`config.mk`:
```
export PLATFORM = sky130hd
export DESIGN_NAME = fifo_dc_pop_port
export DESIGN_NICKNAME = d
export VERILOG_FILES = /design/src/rtl/fifo_dc_pop_port.sv
export SDC_FILE = /design/constraint.sdc
export NUM_CORES = 1
export LEC_CHECK = 0
export ABC_AREA = 1
export ABC_CLOCK_PERIOD_IN_PS = 2900
export BUFFER_PORTS_ARGS = -buffer_cell sky130_fd_sc_hd__buf_2
export CORE_ASPECT_RATIO = 2
export CORE_UTILIZATION = 55
export CTS_BUF_LIST = sky130_fd_sc_hd__clkbuf_4 sky130_fd_sc_hd__clkbuf_8 sky130_fd_sc_hd__clkbuf_16
export CTS_CLUSTER_DIAMETER = 80
export DETAILED_ROUTE_END_ITERATION = 10
export PLACE_DENSITY_LB_ADDON = 0.1
export SLEW_MARGIN = 20
export SYNTH_ARGS = -nofsm -noshare
export SYNTH_HDL_FRONTEND = slang
export SYNTH_SLANG_ARGS = --single-unit
```
`constraint.sdc`:
```
create_clock -name clk_pop -period 2.9 [get_ports clk_pop]
set_input_delay 0.435 -clock clk_pop [delete_from_list [all_inputs] [get_ports clk_pop]]
set_output_delay 0.435 -clock clk_pop [all_outputs]
set_load 0.05 [all_outputs]
```
`src/rtl/fifo_dc_pop_port.sv`:
```
// Pop-side port of a dual-clock FIFO: issues RAM reads and re-times rdata into a 2-entry skid queue.
// Latency: pop in cycle N gives out_valid in cycle N+2; full throughput under out_ready; backpressure stops popping.
module fifo_dc_pop_port #(
   parameter int NUM_ENTRIES = 16,
   parameter int DATA_W      = 32
) (
   input  logic              clk_pop,
   input  logic              rst_n,
   input  logic              empty_ff,
   output logic              pop,
   output logic              re,
   input  logic [DATA_W-1:0] rdata,
   output logic              out_valid,
   input  logic              out_ready,
   output logic [DATA_W-1:0] out_data,
   output logic [1:0]        out_count
);

   typedef enum logic [1:0] {
      EMPTY = 2'd0,
      ONE   = 2'd1,
      TWO   = 2'd2
   } buf_state_e;

   if (NUM_ENTRIES < 2) begin : g_depth_check
      $error("fifo_dc_pop_port: NUM_ENTRIES must be at least 2");
   end

   logic [1:0]        rst_sync_q;
   logic              rst_loc;
   logic              inflight_q;
   logic              rd_req;
   logic              deq;
   logic              cap;
   logic [2:0]        load;
   logic [2:0]        room;
   buf_state_e        state_q, state_d;
   logic [DATA_W-1:0] head_q, head_d;
   logic [DATA_W-1:0] tail_q, tail_d;

   // Local reset asserts with rst_n and releases two clk_pop edges later.
   always_ff @(posedge clk_pop or negedge rst_n) begin
      if (!rst_n) begin
         rst_sync_q <= 2'b00;
      end else begin
         rst_sync_q <= {rst_sync_q[0], 1'b1};
      end
   end

   assign rst_loc = ~rst_sync_q[1];

   assign deq = out_valid & out_ready;
   assign cap = inflight_q;

   // Occupancy after this cycle, counting the word already in flight from the RAM.
   assign load   = {1'b0, out_count} + {2'b00, inflight_q};
   assign room   = {2'b00, deq} + 3'd1;
   assign rd_req = ~empty_ff & ~rst_loc & (load <= room);

   assign pop = rd_req;
   assign re  = rd_req;

   always_ff @(posedge clk_pop or negedge rst_n) begin
      if (!rst_n) begin
         inflight_q <= 1'b0;
      end else begin
         inflight_q <= rd_req;
      end
   end

   always_ff @(posedge clk_pop or negedge rst_n) begin
      if (!rst_n) begin
         state_q <= EMPTY;
         head_q  <= '0;
         tail_q  <= '0;
      end else begin
         state_q <= state_d;
         head_q  <= head_d;
         tail_q  <= tail_d;
      end
   end

   always_comb begin
      state_d = state_q;
      head_d  = head_q;
      tail_d  = tail_q;
      case (state_q)
         EMPTY: begin
            if (cap) begin
               state_d = ONE;
               head_d  = rdata;
            end
         end
         ONE: begin
            if (cap && !deq) begin
               state_d = TWO;
               tail_d  = rdata;
            end else if (cap && deq) begin
               head_d = rdata;
            end else if (deq) begin
               state_d = EMPTY;
            end
         end
         TWO: begin
            if (deq) begin
               head_d = tail_q;
               if (cap) begin
                  tail_d = rdata;
               end else begin
                  state_d = ONE;
               end
            end
         end
         default: begin
            state_d = EMPTY;
         end
      endcase
      if (rst_loc) begin
         state_d = EMPTY;
         head_d  = '0;
         tail_d  = '0;
      end
   end

   assign out_valid = (state_q != EMPTY);
   assign out_count = state_q;
   assign out_data  = head_q;

   // The read-issue condition never lets a word land on a full, stalled queue.
   a_no_overflow : assert property (@(posedge clk_pop) disable iff (!rst_n || rst_loc)
      !(state_q == TWO && cap && !deq));

endmodule
```
==> results.py, run 1 <==
metrics = {
    "run_status": {
        "status": "finished, final reports clean",
    },
    "yosys": {
        "synth_top_family_by_area": "simple AND/OR/NAND/NOR gates",
        "synth_top_area_share_pct": 47.6,
        "synth_area_leader_cell": "dfrtp_1",
        "synth_compound_area_share_pct": 5.35,
        "yosysMostFrequentCell": "nand2_1",
        "async_flop_share_pct": 100,
        "avgSynthCellArea_um2": 7.60,
        "yosys.area_share.simple_pct": 34.2,
        "synth-main-ff-cell": "dfrtp_1",
        "ys_seq_elements": 69,
        "yosys-top-cells-count": "nand2_1 (174), dfrtp_1 (69), inv_1 (39)",
        "netlist_instances": 477,
        "synthXorXnorAreaFrac_pct": 0,
        "ys.warnings.count": 0,
        "netlist_area_mm2": 0.00362,
        "synthAdderAreaFrac_pct": 2.97,
        "synth_edf_count": 0,
        "syn_nets": 521,
        "seq_area_frac_synth_pct": 47.6,
        "ys_types": 23,
        "ys_top_cells_by_area": "dfrtp_1 (48%), nand2_1 (18%), nand4_1 (5.5%), nand3_1 (5.0%), a21oi_1 (4.7%)",
        "muxShareOfSynthArea_pct": 0,
    },
    "pwr": {
        "p_int_mw": 2.55,
        "swShare_pct": 48.0,
        "power.share.combinational_pct": 46.7,
        "p_sw_mw": 2.36,
        "seqPwrFrac_pct": 32.0,
        "power_frac_clock_pct": 21.3,
        "peakVddDrop_uv": 742,
        "p_leak_nw": 2.62,
        "power.density_mw_per_mm2": 1150,
    },
    "worst_setup_path": {
        "arrival_ns": 2.36,
        "slowest_delay_ns": 0.52,
        "path_cells": "inv_1 -> ha_2 -> inv_4 -> nand2_4 -> inv_2 -> fa_1 -> o31ai_4 -> a21oi_4 -> clkbuf_4",
        "ff2ff_setup_slack_ns": 0.37,
        "cp-start-kind": "flip-flop",
        "r2r-end": "out_data[2]$_DFFE_PN0P_",
        "endpoint_kind": "primary output",
        "slowest_stage": "fa_1",
        "path_max_fanout": 7,
        "crit_type": "flip-flop to primary output",
        "crit_required_ns": 2.47,
        "rr_startpoint": "out_count[0]$_DFFE_PN0P_",
        "reg2regPathDepth": 8,
    },
    "timing": {
        "finalSetupViolations": 0,
        "worstMarginPinSlew_ns": 0.859,
        "fin_crit_sh_pct": 96.2,
        "drv_slew": 0,
        "finalHoldViolCount": 0,
        "max-slew-margin-rel_pct": 42.7,
        "finClkSkew_ns": 0.00208,
        "fin_ws_ns": 0.109,
        "fmax_mhz": 358,
        "fin_crit_ns": 2.79,
        "rsz0062_at_grt": "no",
        "tns_ns": 0,
        "hold_slack_ns": 0.221,
    },
    "clock_tree": {
        "clk_pin_slew_ns": 0.05,
        "cts_tree": "yes",
        "cts-root-buf": "clkbuf_16",
        "cts_setup_buffers": 0,
        "cts_buffers": 9,
        "clockBufferDepth": 2,
        "h-tree-depth": 3,
        "cts_sinks": 69,
        "clkLatencyLatePin_ns": 0.33,
    },
    "detailed_routing": {
        "vias": 3283,
        "drtIter0Drc": 231,
        "final_antenna_net_count": 0,
        "via_per_inst": 5.25,
        "drc_errors": 0,
        "dr.pass1.iters": 4,
        "wl_per_cell_um": 13.4,
        "drt_wl_total_um": 8350,
    },
    "layout": {
        "fin_area_mm2": 0.00428,
        "final_util_pct": 67.8,
        "nets": 578,
        "fillerInstances": 594,
        "diodes": 0,
        "layout-drive-gt1-share_pct": 21.0,
        "syn_to_final_growth_pct": 18.0,
    },
    "run": {
        "timing.max_cap.violations": 0,
    },
    "placed_design": {
        "dpl_worst_slack_ns": 0.328,
        "portBuffers": 72,
        "dpl_cell_area_mm2": 0.00397,
        "routabilityCongestion": 0.899,
        "place.detailed.hpwl_um": 5210,
    },
    "grt": {
        "met2_usage_pct": 45.7,
        "grt_pass1_vias": 3081,
        "grt_start_max_net_pins": 70,
        "grtUsageTotal_pct": 26.5,
        "grt_use_met3_pct": 5.60,
        "antenna_found_initial": 0,
        "busiest_layer": "met2",
        "grt_util_met1_pct": 30.3,
        "grt.overflow.total": 0,
        "grt_pass1_wl_um": 13800,
    },
    "worst_hold_path": {
        "hp-class": "primary input to async pin",
    },
    "die": {
        "fp.coreArea_mm2": 0.00631,
        "die_area_mm2": 0.00694,
        "dieWidth_um": 59.4,
        "rows": 41,
        "start_util_pct": 57.4,
        "die_height_um": 117,
        "io_pins": 73,
    },
}
## metal layers
layer  wire length [µm]  share of wire, %
met1               3510                42
met4                214               2.6
met5                  0                 0
met2               4290                51
met3                340               4.1
## how the worst max path moves through the flow
stage	start	endpoint	depth (start not counted)
2_1_floorplan	out_count[1]$_DFFE_PN0P_	re	10
3_3_place_gp	out_count[1]$_DFFE_PN0P_	out_data[19]$_DFFE_PN0P_	8
3_5_place_dp	out_count[1]$_DFFE_PN0P_	out_data[8]$_DFFE_PN0P_	8
4_1_cts	out_count[1]$_DFFE_PN0P_	pop	9
5_1_grt	out_count[0]$_DFFE_PN0P_	re	9
6_report	out_count[0]$_DFFE_PN0P_	re	9
## layout by cell type (no fill, tap or decap), types with 2 or more instances in the layout
cell type,netlist,layout
dfrtp_1,69,67
clkbuf_4,0,6
inv_1,39,38
nor2_1,37,37
nand2_1,174,174
buf_4,4,7
inv_2,5,5
clkbuf_16,0,9
nand3_1,36,36
dfrtp_2,0,2
nand2_2,3,3
clkbuf_8,0,2
ha_1,7,6
buf_2,18,69
nand4_1,32,32
a21oi_1,34,33
or2_2,2,2
## repair_timing
item                                    CTS  global route
hold endpoints to repair                  0             0
hold buffers                              0             0
endpoints found under the setup margin    0             2
resized for setup                         0             5
## power groups by stage
stage	registers [mW]	clock network (mW)	logic, mW
2_1_floorplan	2.39	0	1.02
3_3_place_gp	1.56	0	2.24
3_5_place_dp	1.58	0	2.27
4_1_cts	1.56	1.06	2.28
5_1_grt	1.62	1.10	2.49
6_report	1.57	1.05	2.29
## worst max-delay path: cells and delay by family (launching register included)
| family | cells | cell delay (ns) |
|---|---|---|
| AOI/OAI and AO/OA | 2 | 0.38 |
| adders and majority gates | 2 | 0.73 |
| buffers and inverters | 4 | 0.40 |
| DFF | 1 | 0.45 |
| and+or+nand+nor | 1 | 0.07 |
## cell type report
type                    instances  area (µm²)  area share, %
clock inverters                 1        5.00          0.117
well taps                      86         108           2.52
clock buffers                  15         283           6.61
inverters                      44         168           3.92
repair buffers                 78         413           9.65
multi-input cells             332        1570           36.8
flip-flops and latches         69        1730           40.4
## per-stage QoR
step	total power, mW	instances
3_5_place_dp	3.85	609
4_1_cts	4.90	625
2_1_floorplan	3.40	477
5_1_grt	5.20	625
3_3_place_gp	3.80	609
6_report	4.90	625
## logic make-up after synthesis
kind of cell / Yosys count
other cells: 1
simple gates: 287
flops: 69
buf+inv: 76
fa+ha+maj: 8
compound gates: 36
## sequential cells by signal, indices dropped and copies added (netlist names)
register and cells:
out_data 32, rst_sync_q 2, out_count 2, cap 1, tail_q 32
Power figures use the tool's default switching activity.
==> run 2, diff against run 1 <==
- GPL_ROUTABILITY_DRIVEN: not set -> 0
- PLACE_DENSITY: not set -> 0.8
- PLACE_DENSITY_LB_ADDON: 0.1 -> not set
==> results.py, run 2 (same netlist as run 1, synthesis figures left out) <==
metrics = {
    "run_status": {
        "status": "finished, final reports clean",
    },
    "worst_setup_path": {
        "path_cells": "inv_1 -> ha_2 -> inv_4 -> nand2_4 -> inv_2 -> fa_2 -> nor2_1 -> nand2_1 -> a21oi_4 -> buf_6",
        "slowest_stage": "fa_2",
        "crit_required_ns": 2.47,
        "cp-start-kind": "flip-flop",
        "endpoint_kind": "primary output",
        "slowest_delay_ns": 0.48,
        "path_max_fanout": 7,
        "reg2regPathDepth": 8,
        "critPathBufInv": 4,
        "crit_type": "flip-flop to primary output",
        "arrival_ns": 2.31,
        "path_delay_family": "adder cells",
        "path_depth": 10,
    },
    "worst_hold_path": {
        "hp-class": "primary input to async pin",
    },
    "grt": {
        "grt_pass1_wl_um": 13800,
        "grt_pass1_vias": 3115,
        "grt.overflow.total": 0,
        "grtUsageTotal_pct": 26.5,
        "grt_start_max_net_pins": 36,
        "antenna_found_initial": 0,
    },
    "layout": {
        "layout-drive-gt1-share_pct": 21.4,
        "final_cell_mix": "nand2_1 (174), buf_2 (70), dfrtp_1 (67)",
        "fillerInstances": 573,
        "ff_latch_area_mm2": 0.00173,
        "syn_to_final_growth_pct": 18.4,
        "mostFrequentLayoutCell": "nand2_1",
        "nets": 581,
        "final_util_pct": 68.0,
        "diodes": 0,
        "multiInputGateArea_mm2": 0.00158,
    },
    "clock_tree": {
        "cts_sinks": 69,
        "clk_pin_slew_ns": 0.05,
        "clkLatencyLatePin_ns": 0.33,
        "cts_setup_buffers": 0,
        "h-tree-depth": 3,
        "ctsHoldBuffers": 0,
        "cts_tree": "yes",
        "cts_buffers": 9,
        "cts-root-buf": "clkbuf_16",
        "clockBufferDepth": 2,
    },
    "die": {
        "die_area_mm2": 0.00694,
        "start_util_pct": 57.4,
        "dieWidth_um": 59.4,
        "io_pins": 73,
        "fp.coreArea_mm2": 0.00631,
        "die_height_um": 117,
        "rows": 41,
    },
    "pwr": {
        "peakVddDrop_uv": 596,
        "power.density_mw_per_mm2": 1140,
        "p_sw_mw": 2.36,
        "power.share.combinational_pct": 47.5,
        "seqPwrFrac_pct": 32.1,
        "p_leak_nw": 2.62,
        "swShare_pct": 48.4,
        "p_int_mw": 2.52,
        "power_frac_clock_pct": 20.5,
        "power_mw": 4.88,
    },
    "timing": {
        "fin_crit_ns": 2.75,
        "drv_slew": 0,
        "finClkSkew_ns": 0.00423,
        "worstMarginPinSlew_ns": 0.867,
        "tns_ns": 0,
        "rsz0062_at_grt": "no",
        "max-slew-margin-rel_pct": 42.0,
        "fmax_mhz": 364,
        "finalHoldViolCount": 0,
        "finalSetupViolations": 0,
        "fin_crit_sh_pct": 94.7,
    },
    "detailed_routing": {
        "wl_per_cell_um": 13.7,
        "final_antenna_net_count": 0,
        "drt_wl_total_um": 8590,
        "via_per_inst": 5.36,
        "dr.pass1.iters": 4,
        "vias": 3361,
        "drtIter0Drc": 195,
        "drc_errors": 0,
    },
    "placed_design": {
        "portBuffers": 72,
        "place.detailed.hpwl_um": 5500,
    },
    "run": {
        "timing.max_cap.violations": 0,
    },
}
[run 2: cell count changes in the layout (fill, tap and decap cells not counted), sizes merged]
| cell | change |
|---|---|
| clkbuf | -4 |
| buf | +5 |
| clkinv | +1 |
[run 2: cell type report]
class	instances	share of cell area (%)
clock inverter	2	0.233
clock buffer	13	6.09
sequential	69	40.3
timing repair buffer	81	10.3
inverter	44	3.91
multi-input combinational	332	36.7
tap	86	2.51
[run 2: through the flow]
step	std cells	hold slack, ns	cell area (µm²)	setup WS [ns]
final	627	0.184	4290	0.154
after global routing	627	0.253	4290	0.0332
after CTS	627	0.217	4270	0.0134
after detailed placement	612	0.335	3990	0.309
after global placement	612	0.335	3990	0.424
after floorplan	477	0.139	3650	0.0422
[run 2: worst reg2reg max path, stage by stage (launching register included)]
cell and delay (ns):
dfrtp_2 0.41, inv_1 0.09, ha_2 0.22, nand2_1 0.07, nor2_1 0.07, o21ai_4 0.68
nand2_2 0.61, nand2_1 0.21, nand2_1 0.07
[run 2: power by group through the flow]
stage,Clock [mW],Combinational (mW),Sequential [mW]
detailed placement,0,2.28,1.57
global placement,0,2.23,1.57
finish,0.998,2.32,1.57
global route,1.05,2.49,1.61
CTS,1.02,2.30,1.56
floorplan,0,1.02,2.39
[run 2: final timing paths]
kind / from / end / slack, ns
max: out_count[0]$_DFFE_PN0P_ / pop / 0.15
min: rst_n / tail_q[7]$_DFFE_PN0P_ / 0.18
max reg2reg: out_count[0]$_DFFE_PN0P_ / out_data[25]$_DFFE_PN0P_ / 0.35
min reg2reg: rst_sync_q[0]$_DFF_PN0_ / rst_sync_q[1]$_DFF_PN0_ / 0.35
max in group asynchronous: rst_n / tail_q[17]$_DFFE_PN0P_ / 1.94
min in group clk_pop: rst_sync_q[0]$_DFF_PN0_ / rst_sync_q[1]$_DFF_PN0_ / 0.35
[run 2: timing repair]
action                                  in CTS  in global routing
resized for setup                            2                  6
endpoints found under the setup margin       2                  2
cloned                                       0                  0
endpoints found under the hold margin        0                  0
[run 2: metal layers]
metal	GRT usage [%]	vias to the layer above	wire, µm	share of wire, %
li1	-	1628	-	-
met1	29.7	1589	3230	38
met5	0	-	0	0
met3	4.40	20	432	5.0
met2	46.6	124	4710	55
met4	14.3	0	219	2.5
==> run 3, diff against run 2 <==
- BUFFER_PORTS_ARGS: -buffer_cell sky130_fd_sc_hd__buf_2 -> -buffer_cell sky130_fd_sc_hd__buf_4
- CORE_MARGIN: not set -> 2
==> results.py, run 3 (same netlist as run 1, synthesis figures left out) <==
metrics = {
    "die": {
        "io_pins": 73,
        "die_area_mm2": 0.00730,
        "dieWidth_um": 61.4,
        "fp.coreArea_mm2": 0.00636,
        "rows": 41,
        "start_util_pct": 57.0,
        "die_height_um": 119,
    },
    "pwr": {
        "p_sw_mw": 2.42,
        "power_mw": 5.10,
        "seqPwrFrac_pct": 31.4,
        "swShare_pct": 47.4,
        "power_frac_clock_pct": 20.0,
        "power.share.combinational_pct": 48.5,
        "p_int_mw": 2.68,
        "peakVddDrop_uv": 543,
        "p_leak_nw": 2.66,
        "power.density_mw_per_mm2": 1140,
    },
    "layout": {
        "multiInputGateArea_mm2": 0.00157,
        "fillerInstances": 578,
        "final_util_pct": 70.1,
        "final_cell_mix": "nand2_1 (174), buf_4 (77), dfrtp_1 (67)",
        "syn_to_final_growth_pct": 23.1,
        "layout-drive-gt1-share_pct": 21.1,
        "ff_latch_area_mm2": 0.00173,
        "mostFrequentLayoutCell": "nand2_1",
        "nets": 579,
        "diodes": 0,
        "stdcell_count": 626,
    },
    "timing": {
        "fin_crit_sh_pct": 95.5,
        "finalSetupViolations": 0,
        "drv_slew": 0,
        "finClkSkew_ns": 0.00739,
        "rsz0062_at_grt": "no",
        "hold_slack_ns": 0.209,
        "fin_crit_ns": 2.77,
        "worstMarginPinSlew_ns": 0.863,
        "finalHoldViolCount": 0,
        "max-slew-margin-rel_pct": 42.4,
        "fmax_mhz": 361,
        "tns_ns": 0,
    },
    "placed_design": {
        "portBuffers": 72,
        "place.detailed.hpwl_um": 5680,
        "placed_cells": 610,
    },
    "clock_tree": {
        "clkLatencyLatePin_ns": 0.33,
        "cts_sinks": 69,
        "cts_tree": "yes",
        "clk_pin_slew_ns": 0.05,
        "cts-root-buf": "clkbuf_16",
        "clockBufferDepth": 2,
        "cts_buffers": 9,
        "h-tree-depth": 3,
    },
    "worst_hold_path": {
        "hp-class": "primary input to async pin",
    },
    "detailed_routing": {
        "final_antenna_net_count": 0,
        "dr.pass1.iters": 4,
        "wl_per_cell_um": 14.1,
        "via_per_inst": 5.34,
        "drt_wl_total_um": 8800,
        "drc_errors": 0,
        "drtIter0Drc": 215,
        "vias": 3345,
    },
    "worst_setup_path": {
        "slowest_delay_ns": 0.51,
        "path_cells": "inv_1 -> ha_2 -> inv_4 -> nand2_4 -> inv_2 -> fa_1 -> o31ai_4 -> a21oi_4 -> buf_6",
        "slowest_stage": "fa_1",
        "critPathBufInv": 4,
        "crit_type": "flip-flop to primary output",
        "path_delay_family": "adder cells",
        "endpoint_kind": "primary output",
        "ff2ff_setup_slack_ns": 0.33,
        "path_max_fanout": 7,
        "cp-start-kind": "flip-flop",
        "arrival_ns": 2.34,
        "crit_required_ns": 2.47,
    },
    "grt": {
        "grt_pass1_vias": 3363,
        "antenna_found_initial": 0,
        "grt.overflow.total": 0,
        "grt_pass1_wl_um": 15000,
        "grt_start_max_net_pins": 70,
        "grtUsageTotal_pct": 27.2,
    },
    "run_status": {
        "status": "finished, final reports clean",
    },
    "run": {
        "timing.max_cap.violations": 0,
    },
}
[run 3: worst register-to-register path: stages (launching register included)]
cell and delay, ns:
dfrtp_2 0.42, inv_2 0.08, ha_1 0.20, nand2_1 0.10
inv_2 0.07, o21ai_4 0.68, nand2_2 0.61, nand2_1 0.22
nand2_1 0.08
[run 3: power by group through the flow]
| stage | clock, mW | combinational, mW | sequential, mW |
|---|---|---|---|
| 3_5_place_dp | 0 | 2.45 | 1.61 |
| 4_1_cts | 1.03 | 2.48 | 1.60 |
| 3_3_place_gp | 0 | 2.40 | 1.59 |
| 6_report | 1.02 | 2.47 | 1.60 |
| 2_1_floorplan | 0 | 1.02 | 2.39 |
| 5_1_grt | 1.07 | 2.67 | 1.65 |
[run 3: metal layers]
metal	vias to the layer above	global-route usage (%)	share of wire (%)
li1	1625	-	-
met1	1612	32.0	38
met2	98	44.9	55
met3	10	6.89	5.0
met4	0	11.8	1.7
met5	-	0	0
[run 3: path summary, 6_finish.rpt]
path,startpoint,end,cells past startpoint
worst max-delay path,out_count[0]$_DFFE_PN0P_,pop,9
worst min-delay path,rst_n,cap$_DFF_PN0_,1
worst max register to register,out_count[1]$_DFFE_PN0P_,out_data[26]$_DFFE_PN0P_,8
worst min register to register,rst_sync_q[0]$_DFF_PN0_,rst_sync_q[1]$_DFF_PN0_,0
max in group asynchronous,rst_n,out_count[1]$_DFFE_PN0P_,1
min in group clk_pop,rst_sync_q[0]$_DFF_PN0_,rst_sync_q[1]$_DFF_PN0_,0
[run 3: area by class of cell]
| type | instances | area share, % |
|---|---|---|
| Multi-Input combinational cell | 332 | 35.3 |
| Sequential cell | 69 | 38.8 |
| Timing Repair Buffer | 79 | 13.5 |
| Clock buffer | 12 | 5.83 |
| Tap cell | 86 | 2.41 |
| Clock inverter | 4 | 0.505 |
| Inverter | 44 | 3.76 |
[run 3: repair_timing]
item,4_1_cts,5_1_grt
cloned,0,0
setup endpoints to repair,2,2
hold buffers,0,0
resized for setup,1,4
buffers inserted,0,0
[run 3: per-stage QoR]
step	instance area [µm²]	worst slack, ns
5_1_grt	4460	0.00834
3_3_place_gp	4160	0.423
2_1_floorplan	3650	0.0422
3_5_place_dp	4160	0.308
4_1_cts	4450	0.0190
6_report	4460	0.130
